<file path="src/rtl/minmax_window.sv">
// minmax_window: window controller and result stage for a minmax2 min/max tree
// Cuts the sample stream into win_len-cycle windows by pulsing the tree's reset,
// captures the tree's xmin/xmax after each window has drained through tree_lat
// register levels, and offers min, max, span, alarm and sequence number on a
// valid/ready port.
// Parameters: dw sample width, tree_lat tree register levels above the leaves,
//             lw width of win_len.
// Ports:
//   clk, reset                            clock, synchronous active-high reset
//   enable                                run windows back-to-back while high
//   win_len                               window length in cycles (0 and 1 act as 2)
//   thresh                                unsigned span alarm threshold
//   mm_clear                              window clear, drives the tree's reset
//   xmin, xmax                            tree outputs
//   r_valid, r_ready                      result handshake
//   r_min, r_max, r_span, r_alarm, r_seq  result fields
//   overrun                               sticky, set when a result is dropped
// Optional: define MINMAX_WINDOW_ALARM_HOLD_EN to add alarm_clr (in) and
//           alarm_hold (out), a sticky flag set by every computed alarm.
module minmax_window #(
    parameter int dw = 16,
    parameter int tree_lat = 2,
    parameter int lw = 16
) (
    input  logic                 clk,
    input  logic                 reset,
    input  logic                 enable,
    input  logic [lw-1:0]        win_len,
    input  logic [dw:0]          thresh,
    output logic                 mm_clear,
    input  logic signed [dw-1:0] xmin,
    input  logic signed [dw-1:0] xmax,
    output logic                 r_valid,
    input  logic                 r_ready,
    output logic signed [dw-1:0] r_min,
    output logic signed [dw-1:0] r_max,
    output logic [dw:0]          r_span,
    output logic                 r_alarm,
    output logic [7:0]           r_seq,
`ifdef MINMAX_WINDOW_ALARM_HOLD_EN
    input  logic                 alarm_clr,
    output logic                 alarm_hold,
`endif
    output logic                 overrun
);
    localparam logic [0:0] s_idle = 1'b0;
    localparam logic [0:0] s_run = 1'b1;
    logic [0:0] state;
    logic [lw-1:0] len, cnt, len_next;
    logic win_end;
    // bit 0 is the end tag, bit tree_lat is the tag once the tree has settled
    logic [tree_lat:0] tag_sr;
    logic cap_v;
    logic signed [dw-1:0] cap_min, cap_max;
    logic [dw:0] span;
    logic alarm;
    logic [7:0] seq, seq_next;
    logic load;
    always_comb begin
        len_next = (win_len < lw'(2)) ? lw'(2) : win_len;
        win_end = (state == s_run) && (cnt == len - lw'(1));
        // sign-extend both operands so max - min never wraps
        span = {cap_max[dw-1], cap_max} - {cap_min[dw-1], cap_min};
        alarm = span > thresh;
        seq_next = seq + 8'd1;
        load = cap_v && (!r_valid || r_ready);
    end
    // window sequencer: cnt is the cycle index inside the window, c0 clears the tree
    always_ff @(posedge clk) begin
        if (reset) begin
            state <= s_idle;
            mm_clear <= 1'b1;
            cnt <= '0;
            len <= lw'(2);
            tag_sr <= '0;
        end else begin
            tag_sr <= (tag_sr << 1) | (tree_lat + 1)'(win_end);
            if (state == s_idle || win_end) begin
                state <= enable ? s_run : s_idle;
                mm_clear <= 1'b1;
                cnt <= '0;
                if (enable) len <= len_next;
            end else begin
                mm_clear <= 1'b0;
                cnt <= cnt + lw'(1);
            end
        end
    end
    always_ff @(posedge clk) begin
        if (reset) begin
            cap_v <= 1'b0;
            cap_min <= '0;
            cap_max <= '0;
        end else begin
            cap_v <= tag_sr[tree_lat];
            if (tag_sr[tree_lat]) begin
                cap_min <= xmin;
                cap_max <= xmax;
            end
        end
    end
    // a result that cannot load is dropped but still consumes a sequence number
    always_ff @(posedge clk) begin
        if (reset) begin
            r_valid <= 1'b0;
            r_min <= '0;
            r_max <= '0;
            r_span <= '0;
            r_alarm <= 1'b0;
            r_seq <= '0;
            seq <= '0;
            overrun <= 1'b0;
        end else begin
            if (cap_v) seq <= seq_next;
            if (load) begin
                r_valid <= 1'b1;
                r_min <= cap_min;
                r_max <= cap_max;
                r_span <= span;
                r_alarm <= alarm;
                r_seq <= seq_next;
            end else if (r_ready) begin
                r_valid <= 1'b0;
            end
            if (cap_v && r_valid && !r_ready) overrun <= 1'b1;
        end
    end
`ifdef MINMAX_WINDOW_ALARM_HOLD_EN
    // a new alarm outranks a clear in the same cycle
    always_ff @(posedge clk) begin
        if (reset) alarm_hold <= 1'b0;
        else if (cap_v && alarm) alarm_hold <= 1'b1;
        else if (alarm_clr) alarm_hold <= 1'b0;
    end
`endif
endmodule

</file>
<file path="config.mk">
export PLATFORM = sky130hd
export DESIGN_NAME = minmax_window
export DESIGN_NICKNAME = d
export VERILOG_FILES = /design/src/rtl/minmax_window.sv
export SDC_FILE = /design/constraint.sdc
export NUM_CORES = 1
export LEC_CHECK = 0
export ABC_AREA = 1
export CAP_MARGIN = 20
export CORE_MARGIN = 5
export CORE_UTILIZATION = 33
export CTS_CLUSTER_SIZE = 28
export DETAILED_ROUTE_END_ITERATION = 7
export GPL_TIMING_DRIVEN = 0
export HOLD_SLACK_MARGIN = 0.06
export PLACE_DENSITY = 0.63
export SKIP_CTS_REPAIR_TIMING = 1
export SLEW_MARGIN = 30
export SYNTH_ARGS = -nofsm -noshare
export SYNTH_HDL_FRONTEND = slang
export SYNTH_SLANG_ARGS = --single-unit
export TNS_END_PERCENT = 50
</file>
<file path="constraint.sdc">
create_clock -name clk -period 8 [get_ports clk]
set_input_delay 1.6 -clock clk [delete_from_list [all_inputs] [get_ports clk]]
set_output_delay 1.6 -clock clk [all_outputs]
set_load 0.1 [all_outputs]
</file>
==> results of run 1 <==
flip-flops by register name, indices dropped and copies added, names as in the netlist, 3 cells and up:
name / count
cap_max: 16
r_span: 17
len: 16
cnt: 16
r_min: 16
r_max: 16
seq: 8
tag_sr: 3
r_seq: 8
cap_min: 16
kinds of logic (layout without fill, tap and decap cells):
kind of cell             after synthesis  count (layout)  synth area share (%)
AND/OR/NAND/NOR                      430             430                  26.2
AO/OA/AOI/OAI                        188             188                  13.8
buffers and inverters                162             322                  9.04
flip-flops                           138             138                  39.6
adder cells (fa/ha/maj)               37              37                  6.74
XOR/XNOR                              37              37                  4.64
worst min-delay path: stages, from the launching register on:
cell     delay [ns]
dfxtp_1        0.29
inv_1          0.04
nor2_1         0.04
worst min path at each step:
stage	startpoint	endpoint	slack [ns]
floorplan	tag_sr[0]	tag_sr[1]	0.39
global placement	tag_sr[0]	tag_sr[1]	0.40
detailed placement	tag_sr[0]	tag_sr[1]	0.41
CTS	tag_sr[1]	tag_sr[2]	0.41
global route	tag_sr[1]	tag_sr[2]	0.44
finish	tag_sr[1]	tag_sr[2]	0.41
layout by cell type, fill, tap and decap left out, drive strengths merged, types with 3 or more instances in the layout:
cell           synthesis  routed
inv                  123     128
nand4                  5       5
ha                    36      36
nand3                 44      44
o21ai                106     106
nor3b                  4       4
nor3                  14      14
nor2                 208     208
buf                    9      12
xnor2                 12      12
nor4                   3       3
clkinvlp               0       3
clkdlybuf4s50          0     125
xor2                  25      25
clkinv                 2       8
a21oi                 73      73
nand3b                 6       6
dfxtp                138     138
clkbuf                28      45
nand2                143     143
o21a                   3       3
through the flow:
stage / hold WS, ns / utilization, % / instances / power [µW]
after floorplan: 0.388 / - / 992 / 807
after global placement: 0.404 / 41.1 / 1395 / 870
after detailed placement: 0.406 / 41.0 / 1395 / 870
after CTS: 0.414 / 43.7 / 1427 / 1620
after global routing: 0.436 / 43.7 / 1427 / 1680
final: 0.410 / 43.7 / 1427 / 1610
cell usage after synthesis, types with 4 or more instances:
cell type and instances:
nor2_1 203, dfxtp_1 138, nand2_1 136, inv_1 123, o21ai_0 105, a21oi_1 73, nand3_1 43, ha_1 36
clkbuf_1 28, xor2_1 25, xnor2_1 12, nor3_1 10, nand2_2 6, nand3b_1 6, nand4_1 5, nor3_2 4
nor3b_1 4
layout make-up:
class / count / area share [%]
Sequential cell: 138 / 30.2
Tap cell: 275 / 3.76
Buffer: 37 / 1.76
Clock inverter: 15 / 1.54
Multi-Input combinational cell: 692 / 39.2
Inverter: 125 / 5.12
Timing Repair Buffer: 128 / 13.8
Clock buffer: 17 / 4.65
layer usage:
metal | track usage [%] | vias to the layer above | share of wire, %
li1 | - | 3472 | -
met1 | 21.4 | 3058 | 46
met2 | 28.7 | 146 | 48
met3 | 4.12 | 20 | 5.1
met4 | 4.79 | 0 | 1.2
met5 | 0 | - | 0
power groups by stage:
| stage | sequential [µW] | combinational, µW | clock (µW) |
|---|---|---|---|
| global placement | 721 | 149 | 0 |
| detailed placement | 721 | 150 | 0 |
| finish | 705 | 151 | 757 |
| floorplan | 720 | 87.1 | 0 |
| global route | 706 | 167 | 802 |
| CTS | 705 | 151 | 769 |
==> run summary, run 1 <==
critical-path maximum fanout: 2
H-tree levels: 4
clock sink count: 138
r2r setup slk: 4.64 ns
Die Y-Extent: 155 µm
post-placement cell area: 0.00859 mm²
Reg-to-Reg End: r_alarm
DR pass1 iterations: 7
worst path arrival time: 1.99 ns
WL final: 20,600 µm
Yosys top cell by area: dfxtp_1
share of cells above drive strength 1: 5.12%
IO Count: 130
Post-synth EDFFs: 0
Area contributors post-synth: dfxtp_1, nor2_1, o21ai_0, nand2_1, inv_1
Root Buffer: clkbuf_16
Crit Path Category: flip-flop to output port
Detailed Route Iter0 Violations: 358
synthesis-to-finish area growth: 31.2%
worst slack, placed: 4.15 ns
Synth warnings: 0
Max Buffers Root-to-Sink: 2
clk_lat worst skew: 0.43 ns
Clk pwr share: 46.9%
hpwl dp: 16,200 µm
kind of end point of the critical path: output port
first-pass GRT wire length: 32,300 µm
critical path cell sequence: clkdlybuf4s50_1
Synth Area per Inst: 7.04 µm²
P_leak: 0.00422 µW
# rows: 53
RSZ-0062 raised after global routing: no
sequential cell area: 0.00276 mm²
Final period util: 44.9%
#FFs+latches synth: 138
design area: 0.00916 mm²
post-synthesis instance total: 992
share of the synthesized area in the top cell type: 39.6%
All-Layer GR Usage: 16.9%
final-report hold violation count: 0
cell area after synthesis: 0.00698 mm²
r2r worst-path depth: 21
multi-input logic area: 0.00359 mm²
Yosys cell types: 38
Slew Viols, Final: 0
Worst path slowest cell: clkdlybuf4s50_1
Sequential Power Share: 43.7%
Crit Reg-Reg Startpoint: cap_min[0]
via count: 6,696
DR vias/cell: 4.69
net switching share of the total power: 25.9%
Final nets: 1,245
IO buf count: 128
initial core utilization: 33.3%
end point of the critical path: r_min[5]
WP data required: 6.40 ns
GR Overflow Total: 0
drt drc: 0
vias in the first global route: 6,340
DIE AREA: 0.0242 mm²
status: finished clean
setup TNS: 0 ns
Comb pwr share: 9.3%
diode count: 0
register area share after synthesis: 39.6%
Net Count, Synth: 1,098
Die W: 155 µm
Slowest Stage Delay on Critical Path: 1.17 ns
Max Fclk: 279 MHz
Peak VDD IR: 114 µV
TritonCTS clock tree: yes
min Tclk post-route: 3.59 ns
Clock Skew: 0.0135 ns
Setup WS post-layout: 4.41 ns
per-cell routed wire length: 14.4 µm
initial antenna violation count: 0
Slew headroom: 31.9%
hold path cells: 2
WP depth: 1
setup violators final: 0
Detail Route Antenna Nets: 0
Maximum Capacitance Violations: 0
Buf+Inv Stages, Crit Path: 1
Core Footprint: 0.0210 mm²
RePlAce Congestion: 0.862
largest net degree at the start of global routing: 17
Hold Crit Class: flip-flop to flip-flop
CTS clk-pin slew, worst paths: 0.06 ns
Int Pwr: 1190 µW
power per cell area: 176 mW/mm²
Post-synth ARST share: 0%
crit path launch: r_min[5]
cts bufs inserted: 17
Top delay family on crit path: buffers and inverters
Post-synth top flop: dfxtp_1
Worst Tran Pin Value: 1.02 ns
Sw Pwr: 418 µW
Fillers: 2,186
CP Launch Type: flip-flop
Power figures use the tool's default switching activity.
==> run 2, diff against run 1 <==
--- a/config.mk
+++ b/config.mk
@@ -13,7 +13,7 @@
 export DETAILED_ROUTE_END_ITERATION = 7
 export GPL_TIMING_DRIVEN = 0
 export HOLD_SLACK_MARGIN = 0.06
-export PLACE_DENSITY = 0.63
+export PLACE_DENSITY = 0.65
 export SKIP_CTS_REPAIR_TIMING = 1
 export SLEW_MARGIN = 30
 export SYNTH_ARGS = -nofsm -noshare
==> constraint.sdc (replaced) <==
create_clock -name clk -period 3.1 [get_ports clk]
set_input_delay 0.62 -clock clk [delete_from_list [all_inputs] [get_ports clk]]
set_output_delay 0.62 -clock clk [all_outputs]
set_load 0.1 [all_outputs]
==> run 2 against run 1 <==
Critical path depth rose by 20. Flip-flop and latch count is the same. Via count up 0.16%. Die area unchanged. Register-to-register slack worse by 4.5 ns. First-iteration DRC count up 30%. Clock power increased to 2.8 times the previous value. Critical endpoint is now r_alarm. Highest routed layer unchanged.
==> run summary, run 2 (synthesized netlist as in run 1, its figures left out) <==
share of cells above drive strength 1: 6.94% (+1.8 points)
Root Buffer: clkbuf_16
kind of end point of the critical path: flip-flop
RePlAce Congestion: 0.849 (-1.6%)
per-cell routed wire length: 14.7 µm (+2.2%)
WHS: 0.421 ns (+0.0116 ns)
DIE AREA: 0.0242 mm² (unchanged)
GR Overflow Total: 0 (unchanged)
Final nets: 1,248 (+0.24%)
IO buf count: 128 (unchanged)
CP Launch Type: flip-flop
Comb pwr share: 9.2% (about the same)
leading cell type in the layout, fill and taps excluded: nor2_1
Slew Viols, Final: 0 (unchanged)
cts bufs inserted: 17 (unchanged)
Peak VDD IR: 333 µV (+190%)
CTS clk-pin slew, worst paths: 0.06 ns (about the same)
Int Pwr: 3330 µW (+180%)
Maximum Capacitance Violations: 0 (unchanged)
vias in the first global route: 6,242 (-1.5%)
status: finished clean
H-tree levels: 4 (unchanged)
min Tclk post-route: 3.00 ns
Core Footprint: 0.0210 mm² (unchanged)
Crit Path Category: flip-flop to flip-flop
Die W: 155 µm (unchanged)
Final period util: 96.8%
first-pass GRT wire length: 32,400 µm (+0.28%)
TritonCTS clock tree: yes
worst slack, placed: -0.219 ns (-4.37 ns)
net switching share of the total power: 23.0% (-2.9 points)
via count: 6,707 (+0.16%)
max FFs per register: 17 (unchanged)
Sw Pwr: 995 µW (+140%)
post-placement cell area: 0.00859 mm² (unchanged)
Biggest register: r_span
initial antenna violation count: 0 (unchanged)
WP data required: 3.39 ns (-3.01 ns)
P_leak: 0.00427 µW (+0.97%)
Setup WS post-layout: 0.101 ns (-4.31 ns)
Slew headroom: 33.0% (+1.2 points)
critical-path maximum fanout: 3 (+1)
Detailed Route Iter0 Violations: 464 (+30%)
Clk pwr share: 48.7% (+1.8 points)
clk_lat worst skew: 0.43 ns (about the same)
DR vias/cell: 4.70 (+0.16%)
worst path arrival time: 3.29 ns (+1.30 ns)
setup TNS: 0 ns (unchanged)
most frequent cells in the layout: nor2_1, dfxtp_1, nand2_1
synthesis-to-finish area growth: 33.8%
final-report hold violation count: 0 (unchanged)
Detail Route Antenna Nets: 0 (unchanged)
power per cell area: 463 mW/mm² (+160%)
IO Count: 130 (unchanged)
diode count: 0 (unchanged)
Max Buffers Root-to-Sink: 2 (unchanged)
Max Fclk: 333 MHz
Sequential Power Share: 42.1% (-1.6 points)
Worst Tran Pin Value: 1.00 ns (-0.0172 ns)
All-Layer GR Usage: 17.0% (+0.064 points)
Clock Skew: 0.0201 ns (+0.00660 ns)
design area: 0.00934 mm² (+2.0%)
initial core utilization: 33.3% (unchanged)
hpwl dp: 16,300 µm (about the same)
clock sink count: 138 (unchanged)
largest net degree at the start of global routing: 17 (unchanged)
Hold Crit Class: flip-flop to flip-flop
Die Y-Extent: 155 µm (unchanged)
drt drc: 0 (unchanged)
DR pass1 iterations: 5 (-2)
WL final: 21,000 µm (+2.2%)
# rows: 53 (unchanged)
setup violators final: 0 (unchanged)
run 2: final cells by class:
cell class	count	area, µm²
Timing Repair Buffer	131	1290
Fill cell	2133	11600
Buffer	37	161
Tap cell	275	344
Inverter	125	469
Clock buffer	22	494
Sequential cell	138	2770
Clock inverter	7	115
Multi-Input combinational cell	692	3690
run 2: final timing paths:
path,startpoint,to,slack (ns),cells past startpoint
max,cap_min[0],r_alarm,0.10,21
min,tag_sr[0],tag_sr[1],0.42,2
max reg2reg,cap_min[0],r_alarm,0.10,21
min reg2reg,tag_sr[0],tag_sr[1],0.42,2
run 2: power by group through the flow:
| stage | clock network, µW | registers, µW | logic [µW] |
|---|---|---|---|
| floorplan | 0 | 1860 | 225 |
| global placement | 0 | 1860 | 386 |
| detailed placement | 0 | 1860 | 389 |
| CTS | 2140 | 1820 | 392 |
| global route | 2220 | 1820 | 444 |
| finish | 2100 | 1820 | 398 |
run 2: per-stage QoR:
stage	util [%]	total power, µW	instances
6_report	44.6	4320	1427
5_1_grt	44.6	4490	1427
4_1_cts	43.9	4350	1424
3_5_place_dp	41.0	2250	1395
3_3_place_gp	41.1	2240	1395
2_1_floorplan	-	2080	992
run 2: routing by layer:
metal / GRT usage (%) / share of wire (%) / routed length, µm
met1: 22.5 / 45 / 9490
met2: 28.1 / 48 / 10100
met3: 3.89 / 5.4 / 1130
met4: 4.04 / 1.4 / 303
met5: 0 / 0 / 0
run 2: worst max-delay path, cell delays in order, from the launching register on:
cell and delay (ns):
dfxtp_4 0.36, ha_2 0.17, inv_2 0.04, fa_2 0.40
nand3_2 0.09, nand2_2 0.08, a21oi_4 0.20, o21ai_4 0.10
nand2_2 0.10, o21ai_2 0.06, xor2_1 0.22, inv_1 0.11
ha_4 0.28, nand2_1 0.06, inv_2 0.06, nand3_2 0.07
nor2_4 0.13, nand3_2 0.06, nor2_1 0.10, nor2_1 0.04
nand2_1 0.07, a21oi_1 0.05
==> run 3, diff against run 2 <==
--- a/config.mk
+++ b/config.mk
@@ -7,13 +7,14 @@
 export LEC_CHECK = 0
 export ABC_AREA = 1
 export CAP_MARGIN = 20
+export CORE_ASPECT_RATIO = 0.6
 export CORE_MARGIN = 5
-export CORE_UTILIZATION = 33
+export CORE_UTILIZATION = 42
 export CTS_CLUSTER_SIZE = 28
 export DETAILED_ROUTE_END_ITERATION = 7
 export GPL_TIMING_DRIVEN = 0
 export HOLD_SLACK_MARGIN = 0.06
-export PLACE_DENSITY = 0.65
+export PLACE_DENSITY = 0.77
 export SKIP_CTS_REPAIR_TIMING = 1
 export SLEW_MARGIN = 30
 export SYNTH_ARGS = -nofsm -noshare
==> run 3 against run 2 <==
Critical path depth increased by 1. Worst setup slack lost 0.074 ns. Core utilization up 13 points. Hold slack better by 0.0026 ns. Power is 0.42% higher. Final area increased by 0.46%. Die area decreased by 20%. Global-route usage is 6.1 points higher. Sequential power barely moved. Combinational power rose by 5.8%. Sequential share of layout area fell by 0.12 points.
==> run summary, run 3 (synthesized netlist as in run 1, its figures left out) <==
drt drc: 0 (unchanged)
Slew headroom: 33.2% (+0.19 points)
leading cell type in the layout, fill and taps excluded: nor2_1
hpwl dp: 17,500 µm (+7.8%)
RePlAce Congestion: 0.940 (+11%)
IO buf count: 128 (unchanged)
initial core utilization: 42.9% (+9.6 points)
Sw Pwr: 1100 µW (+11%)
setup violators final: 0 (unchanged)
net switching share of the total power: 25.4% (+2.4 points)
Die W: 176 µm (+14%)
power per cell area: 463 mW/mm² (about the same)
IO Count: 130 (unchanged)
TritonCTS clock tree: yes
All-Layer GR Usage: 23.1% (+6.1 points)
synthesis-to-finish area growth: 34.4%
Biggest register: r_span
via count: 7,081 (+5.6%)
Crit Reg-Reg Startpoint: cap_min[0]
Min-Delay Endpoint: tag_sr[1]
r2r worst-path depth: 22 (+4.8%)
WP data required: 3.39 ns (about the same)
cts bufs inserted: 17 (unchanged)
clock sink count: 138 (unchanged)
worst path arrival time: 3.36 ns (+0.07 ns)
Final nets: 1,253 (+0.40%)
Int Pwr: 3240 µW (-2.7%)
final core utilization: 57.7% (+13 points)
GR Overflow Total: 0 (unchanged)
Detailed Route Iter0 Violations: 796 (+72%)
HP Start: tag_sr[0]
Peak VDD IR: 303 µV (-8.9%)
Hold Crit Class: flip-flop to flip-flop
H-tree levels: 4 (unchanged)
Reg-to-Reg End: r_alarm
first-pass GRT wire length: 34,700 µm (+7.1%)
Die Y-Extent: 110 µm (-29%)
WHS: 0.424 ns (+0.00264 ns)
critical-path maximum fanout: 3 (unchanged)
DR pass1 iterations: 5 (unchanged)
DIE AREA: 0.0194 mm² (-20%)
Clk pwr share: 48.3% (-0.4 points)
initial antenna violation count: 0 (unchanged)
CP Launch Type: flip-flop
vias in the first global route: 6,524 (+4.5%)
Comb pwr share: 9.7% (+0.5 points)
Final period util: 99.2% (+2.4 points)
RSZ-0062 raised after global routing: yes
r2r setup slk: 0.03 ns (-0.07 ns)
DR vias/cell: 5.11 (+8.6%)
Detail Route Antenna Nets: 0 (unchanged)
design area: 0.00938 mm² (+0.46%)
Slew Viols, Final: 0 (unchanged)
CTS clk-pin slew, worst paths: 0.06 ns (about the same)
Worst Tran Pin Value: 0.999 ns (-0.00289 ns)
Clock Skew: 0.00863 ns (-0.0115 ns)
Root Buffer: clkbuf_16
per-cell routed wire length: 16.3 µm (+11%)
min Tclk post-route: 3.07 ns (+0.0745 ns)
largest net degree at the start of global routing: 17 (unchanged)
WL final: 22,600 µm (+7.5%)
clk_lat worst skew: 0.42 ns (about the same)
Crit Path Category: flip-flop to flip-flop
# rows: 36 (-32%)
most frequent cells in the layout: nor2_1, dfxtp_1, nand2_1
status: finished clean
hold path cells: 2 (unchanged)
diode count: 0 (unchanged)
final-report hold violation count: 0 (unchanged)
Sequential Power Share: 42.0% (about the same)
Maximum Capacitance Violations: 0 (unchanged)
max FFs per register: 17 (unchanged)
Max Buffers Root-to-Sink: 2 (unchanged)
Core Footprint: 0.0163 mm² (-22%)
post-placement cell area: 0.00855 mm² (-0.57%)
kind of end point of the critical path: flip-flop
P_leak: 0.00429 µW (+0.49%)
Max Fclk: 325 MHz (-2.4%)
share of cells above drive strength 1: 8.54% (+1.6 points)
run 3: worst max-delay path, stage by stage (launching register included):
cell     delay (ns)
dfxtp_4        0.39
ha_4           0.13
inv_2          0.04
fa_2           0.42
nand3_2        0.09
nand2_2        0.07
a21oi_4        0.20
o21ai_4        0.10
nand2_2        0.11
o21ai_2        0.06
xor2_1         0.15
buf_4          0.15
inv_2          0.04
ha_4           0.26
nand2_2        0.05
inv_2          0.06
nand3_2        0.08
nor2_4         0.13
nand3_2        0.09
nor2_2         0.11
nor2_1         0.05
nand2_2        0.07
a21oi_2        0.05
run 3: worst max-delay path by stage:
stage | from | to | slack (ns)
floorplan | cap_max[0] | r_alarm | 0.33
global placement | cap_min[0] | r_alarm | -0.42
detailed placement | cap_min[0] | r_alarm | -0.53
CTS | cap_min[0] | r_alarm | -0.56
global route | cap_max[0] | r_alarm | -0.15
finish | cap_min[0] | r_alarm | 0.03
run 3: layer usage:
metal | track usage, % | vias up | wire length [µm]
met5 | 0 | - | 0
met4 | 3.97 | 0 | 190
met3 | 8.90 | 23 | 2710
met2 | 31.7 | 362 | 8570
met1 | 34.5 | 3222 | 11100
li1 | - | 3474 | -
run 3: final cells by class:
| cell class | count | area, µm² |
|---|---|---|
| Sequential cell | 138 | 2770 |
| Buffer | 37 | 161 |
| Fill cell | 1483 | 6880 |
| Clock buffer | 17 | 425 |
| Multi-Input combinational cell | 692 | 3760 |
| Clock inverter | 14 | 173 |
| Inverter | 125 | 469 |
| Timing Repair Buffer | 136 | 1340 |
| Tap cell | 228 | 285 |
run 3: power groups by stage:
stage               clock network, µW  logic (µW)  registers (µW)
detailed placement                  0         396            1860
finish                           2100         421            1820
CTS                              2100         402            1820
global placement                    0         389            1860
floorplan                           0         225            1860
global route                     2180         459            1820
run 3: through the flow:
step           total power (µW)  TNS, ns  std cells  setup WS (ns)
2_1_floorplan              2080        0        992          0.328
3_3_place_gp               2250   -0.417       1348         -0.417
3_5_place_dp               2260   -0.535       1348         -0.535
4_1_cts                    4330   -0.563       1379         -0.563
5_1_grt                    4460   -0.154       1387         -0.154
6_report                   4340        0       1387         0.0261
